### src/rtl/wash_duty_sequencer.sv
// wash_duty_sequencer
// Timed wash-cycle controller. It produces the 2-bit motor duty code for the
// PWM stage, plus phase and remaining-seconds values for the display path.
// Sequence: IDLE -> WASH -> GAP1 -> RINSE -> GAP2 -> SPIN -> DONE -> IDLE.
// Duty increases are soft-started by one step every RAMP_CYCLES cycles.
// Duty decreases take effect on the next edge.
//
// Ports:
//   sysclk        system clock; all logic runs on its rising edge
//   i_rst         asynchronous active-high reset
//   i_start       raw start/pause button level (asynchronous)
//   i_stop        raw abort button level (asynchronous)
//   o_pwm_duty    duty code: 0 off, 1 low, 2 mid, 3 high
//   o_phase       0 IDLE, 1 WASH, 2 GAP1, 3 RINSE, 4 GAP2, 5 SPIN, 6 DONE
//   o_remain_sec  ticks left in the current phase
//   o_paused      sequence is paused
//   o_busy        phase is one of 1..5
//   o_done        one-cycle pulse on entry to DONE
module wash_duty_sequencer #(
    parameter int unsigned TICK_CYCLES = 100_000_000,
    parameter int unsigned RAMP_CYCLES = 50_000_000,
    parameter int unsigned WASH_SEC    = 10,
    parameter int unsigned RINSE_SEC   = 8,
    parameter int unsigned SPIN_SEC    = 6,
    parameter int unsigned GAP_SEC     = 2
) (
    input  logic       sysclk,
    input  logic       i_rst,
    input  logic       i_start,
    input  logic       i_stop,
    output logic [1:0] o_pwm_duty,
    output logic [2:0] o_phase,
    output logic [7:0] o_remain_sec,
    output logic       o_paused,
    output logic       o_busy,
    output logic       o_done
);

    localparam int TICK_W = (TICK_CYCLES > 1) ? $clog2(TICK_CYCLES) : 1;
    localparam int RAMP_W = (RAMP_CYCLES > 1) ? $clog2(RAMP_CYCLES) : 1;
    localparam logic [TICK_W-1:0] TICK_LAST = TICK_W'(TICK_CYCLES - 1);
    localparam logic [RAMP_W-1:0] RAMP_LAST = RAMP_W'(RAMP_CYCLES - 1);

    typedef enum logic [2:0] {
        PH_IDLE  = 3'd0,
        PH_WASH  = 3'd1,
        PH_GAP1  = 3'd2,
        PH_RINSE = 3'd3,
        PH_GAP2  = 3'd4,
        PH_SPIN  = 3'd5,
        PH_DONE  = 3'd6
    } phase_t;

    // Button synchronizers and edge-detect history
    logic start_meta_q, start_sync_q, start_prev_q;
    logic stop_meta_q,  stop_sync_q,  stop_prev_q;
    logic start_evt, stop_evt;

    phase_t            phase_q,  phase_d;
    logic [7:0]        remain_q, remain_d;
    logic              paused_q, paused_d;
    logic [TICK_W-1:0] tick_q,   tick_d;
    logic [1:0]        duty_q,   duty_d;
    logic [RAMP_W-1:0] ramp_q,   ramp_d;
    logic              busy_q,   busy_d;
    logic              done_q,   done_d;
    logic [1:0]        target;

    assign start_evt = start_sync_q & ~start_prev_q;
    assign stop_evt  = stop_sync_q  & ~stop_prev_q;

    always_ff @(posedge sysclk or posedge i_rst) begin
        if (i_rst) begin
            start_meta_q <= 1'b0;
            start_sync_q <= 1'b0;
            start_prev_q <= 1'b0;
            stop_meta_q  <= 1'b0;
            stop_sync_q  <= 1'b0;
            stop_prev_q  <= 1'b0;
            phase_q      <= PH_IDLE;
            remain_q     <= 8'd0;
            paused_q     <= 1'b0;
            tick_q       <= '0;
            duty_q       <= 2'd0;
            ramp_q       <= '0;
            busy_q       <= 1'b0;
            done_q       <= 1'b0;
        end else begin
            start_meta_q <= i_start;
            start_sync_q <= start_meta_q;
            start_prev_q <= start_sync_q;
            stop_meta_q  <= i_stop;
            stop_sync_q  <= stop_meta_q;
            stop_prev_q  <= stop_sync_q;
            phase_q      <= phase_d;
            remain_q     <= remain_d;
            paused_q     <= paused_d;
            tick_q       <= tick_d;
            duty_q       <= duty_d;
            ramp_q       <= ramp_d;
            busy_q       <= busy_d;
            done_q       <= done_d;
        end
    end

    // Phase sequencing and tick counting
    always_comb begin
        phase_d  = phase_q;
        remain_d = remain_q;
        paused_d = paused_q;
        tick_d   = tick_q;

        if (stop_evt) begin
            // Abort wins over a simultaneous start; in IDLE this is a no-op.
            phase_d  = PH_IDLE;
            remain_d = 8'd0;
            paused_d = 1'b0;
            tick_d   = '0;
        end else if (start_evt && phase_q == PH_IDLE) begin
            phase_d  = PH_WASH;
            remain_d = 8'(WASH_SEC);
            tick_d   = '0;
        end else begin
            if (start_evt && phase_q != PH_DONE) begin
                paused_d = ~paused_q;
            end
            // The counter keeps running on the edge that pauses and
            // freezes from the following cycle.
            if (phase_q != PH_IDLE && !paused_q) begin
                if (tick_q == TICK_LAST) begin
                    tick_d = '0;
                    if (remain_q == 8'd1) begin
                        case (phase_q)
                            PH_WASH:  begin phase_d = PH_GAP1;  remain_d = 8'(GAP_SEC);   end
                            PH_GAP1:  begin phase_d = PH_RINSE; remain_d = 8'(RINSE_SEC); end
                            PH_RINSE: begin phase_d = PH_GAP2;  remain_d = 8'(GAP_SEC);   end
                            PH_GAP2:  begin phase_d = PH_SPIN;  remain_d = 8'(SPIN_SEC);  end
                            PH_SPIN:  begin phase_d = PH_DONE;  remain_d = 8'd1;          end
                            default:  begin phase_d = PH_IDLE;  remain_d = 8'd0;          end
                        endcase
                    end else begin
                        remain_d = remain_q - 8'd1;
                    end
                end else begin
                    tick_d = tick_q + 1'b1;
                end
            end
        end

        busy_d = (phase_d != PH_IDLE) && (phase_d != PH_DONE);
        done_d = (phase_d == PH_DONE) && (phase_q != PH_DONE);
    end

    // Duty target and soft-start ramp
    always_comb begin
        target = 2'd0;
        if (!paused_q) begin
            case (phase_q)
                PH_WASH:  target = 2'd1;
                PH_RINSE: target = 2'd2;
                PH_SPIN:  target = 2'd3;
                default:  target = 2'd0;
            endcase
        end

        duty_d = duty_q;
        ramp_d = ramp_q;
        if (stop_evt) begin
            duty_d = 2'd0;
            ramp_d = '0;
        end else if (target > duty_q) begin
            if (ramp_q == RAMP_LAST) begin
                ramp_d = '0;
                duty_d = duty_q + 2'd1;
            end else begin
                ramp_d = ramp_q + 1'b1;
            end
        end else begin
            // Step-downs are immediate; a ramp in progress is discarded.
            ramp_d = '0;
            duty_d = target;
        end
    end

    assign o_pwm_duty   = duty_q;
    assign o_phase      = phase_q;
    assign o_remain_sec = remain_q;
    assign o_paused     = paused_q;
    assign o_busy       = busy_q;
    assign o_done       = done_q;

endmodule
### config.mk
export PLATFORM = sky130hd
export DESIGN_NAME = wash_duty_sequencer
export DESIGN_NICKNAME = d
export VERILOG_FILES = /design/src/rtl/wash_duty_sequencer.sv
export SDC_FILE = /design/constraint.sdc
export NUM_CORES = 1
export LEC_CHECK = 0
export ABC_CLOCK_PERIOD_IN_PS = 3800
export CAP_MARGIN = 20
export CORE_MARGIN = 2
export CORE_UTILIZATION = 35
export DETAILED_ROUTE_END_ITERATION = 8
export PLACE_DENSITY = 0.62
export SETUP_SLACK_MARGIN = 0.3
export SYNTH_ARGS = -nofsm -noshare
export SYNTH_HDL_FRONTEND = slang
export SYNTH_SLANG_ARGS = --single-unit
### constraint.sdc
create_clock -name sysclk -period 3.8 [get_ports sysclk]
set_clock_uncertainty 0.15 [all_clocks]
set_input_delay 1.14 -clock sysclk [delete_from_list [all_inputs] [get_ports sysclk]]
set_output_delay 1.14 -clock sysclk [all_outputs]
set_load 0.05 [all_outputs]
==> reports/results.ini <==
[floorplanning]
rows=38
start_util_pct=35.9
io_pins=20
die_h_um=109
die-area_um2=12000
die_w_um=109
core_area_um2=10800

[critical_path]
critPathTopFamily=buffers and inverters
worst-setup-path-type=register to output port
arrival_ps=1820
crit_slowest_cell=clkdlybuf4s50_1
rr_worst_depth=9
crit_required_ps=2510
crit_fanout=13
critPathCaptureType=output port
cp-start-kind=register
slowest_delay_ps=880
cp_cell_sequence=clkdlybuf4s50_1
worstSetupPathDepth=1
critPathBufInv=1

[logic_synthesis]
synth-xor-area-share_pct=10.1
ys_ff_latch=75
synth-compound-area-share_pct=8.74
synth.cell_area_um2=3890
syn_nets=429
synthMuxAreaShare_pct=0.771
synth-edff-count=0
syn_area_per_cell_um2=9.32
synthArstFlopShare_pct=100
ys_types=51
synth_top_family_by_area=simple AND/OR/NAND/NOR gates
synthFlopType=dfrtp_1
synth_fa_ha_area_share_pct=2.25
yosysWarnings=0
ys_seq_area_share_pct=48.2
syn_inst=418
synth-simple-area-share_pct=27.3

[timing]
hold_slack_ps=231
worstMarginPinSlew_ps=749
period_share_pct=81.7
rsz0062_at_grt=false
tns_ps=0
setup_viol=0
finalHoldViolations=0
relSlewSlack_pct=50.1
fmax_ghz=0.322
setup_slack_ps=695
period_minus_slack_ps=3110
drv_slew=0

[detailed_routing]
wl_per_cell_um=13.0
drc=0
drtAntennaViolNets=0
drtPass1Iterations=4
routed_wirelength_mm=7.62
viasPerCell=5.10
vias=2990
drt_iter0_markers=80

[power_and_ir_drop]
ir_drop_v=0.000377
p_leak_nw=1.81
power.density_nw_per_um2=476

[global_routing]
grt_max_degree=52
gr-total-overflow=0
antenna_found_initial=0
first_global_vias=2902
grt_pass1_wl_mm=13.6
grt_usage_pct=14.4

[run]
drv_cap=0

[clock_network]
htreeDepth=3
ctsResizeCount=0
clock_path_buffers=2
numClockSinks=75
clk_pin_slew_ps=80
cts_root_buffer=clkbuf_8
numCtsBuffers=9
postCtsSetupBuffers=0
clk_latency_ps=360
cts_tree=yes
holdBufCountCts=0

[worst_hold_path]
hold_class=register to register
whs_path_depth=0

[place]
hpwl_mm=5.26
gp_congestion=0.804
io_buffers=19
post-place-ws_ps=1020

[status]
status=finished clean

[layout]
drive_above_1_share_pct=7.40
final_nets=452
final_common_cell=dfrtp_1
final_cell_mix=dfrtp_1, nor2_1, nand2_1
area_growth_pct=14.3
utilization_pct=41.0
antennaDiodeCount=0

[area by class of cell]
cell class,instances,area (µm²)
tap,140,175
multi-input combinational,319,1920
clock buffer,10,128
timing repair buffer,22,225
clock inverter,6,71.3
sequential,75,1880
inverter,14,52.6
fill,1081,6390
[stage by stage]
stage,power [mW],cell area (µm²),std cells
finish,2.12,4450,586
global route,2.25,4450,586
CTS,2.15,4450,586
detailed placement,1.51,4250,570
global placement,1.50,4250,570
floorplan,1.35,3890,418
[Yosys cell counts, drive strengths merged, types with 7 or more instances]
master	number	area, µm²
nor3	11	55.1
xor2	24	210
nand2	38	150
nand3	20	100
nand4	15	93.8
a21oi	17	85.1
xnor2	21	184
ha	7	87.6
o21ai	20	104
dfrtp	75	1880
nor2	72	270
inv	14	52.6
nor4	8	62.6
and3	10	68.8
[worst reg2reg max path, delay by kind of cell, from the launching register on]
family                     cells  cell delay [ps]
xor gates and xnor gates       1              160
DFF                            1              580
and+or+nand+nor                4              670
adders and majority gates      1              300
AOI/OAI and AO/OA              2              530
buffers and inverters          1              320
[path summary, 6_finish.rpt]
path / slack, ps / from / endpoint
min in group asynchronous: 990 / i_rst / ramp_q[7]
max in group asynchronous: 1860 / i_rst / o_done
min: 230 / stop_meta_q / stop_sync_q
min reg2reg: 230 / stop_meta_q / stop_sync_q
max: 690 / o_phase[2] / o_phase[2]
max reg2reg: 980 / o_phase[2] / ramp_q[4]
[kinds of logic (layout without fill, tap and decap cells)]
logic type               after synthesis  count (layout)
XOR/XNOR                              45              45
AND/OR/NAND/NOR                      208             208
AO/OA/AOI/OAI                         56              56
flip-flops                            75              75
buffers and inverters                 24              52
multiplexers                           3               3
adder cells (fa/ha/maj)                7               7
[registers in the layout, summed over array words and instances (netlist names)]
signal,flops
stop_sync_q,1
start_meta_q,1
start_prev_q,1
start_sync_q,1
o_pwm_duty,2
tick_q,27
stop_prev_q,1
o_phase,3
ramp_q,26
o_paused,1
o_done,1
o_busy,1
stop_meta_q,1
o_remain_sec,8
[where the power goes]
group	internal, mW	switching, mW	leakage (nW)
clock network	0.309	0.314	0.0935
registers	0.857	0.0716	1.02
logic	0.191	0.374	0.698
[routing by layer]
layer	wire length (µm)	track usage, %	share of wire [%]
met5	0	0	0
met4	102	5.42	1.3
met3	246	3.56	3.2
met2	3570	23.2	47
met1	3700	18.9	49
No activity file was read; power rests on OpenSTA's default activity.
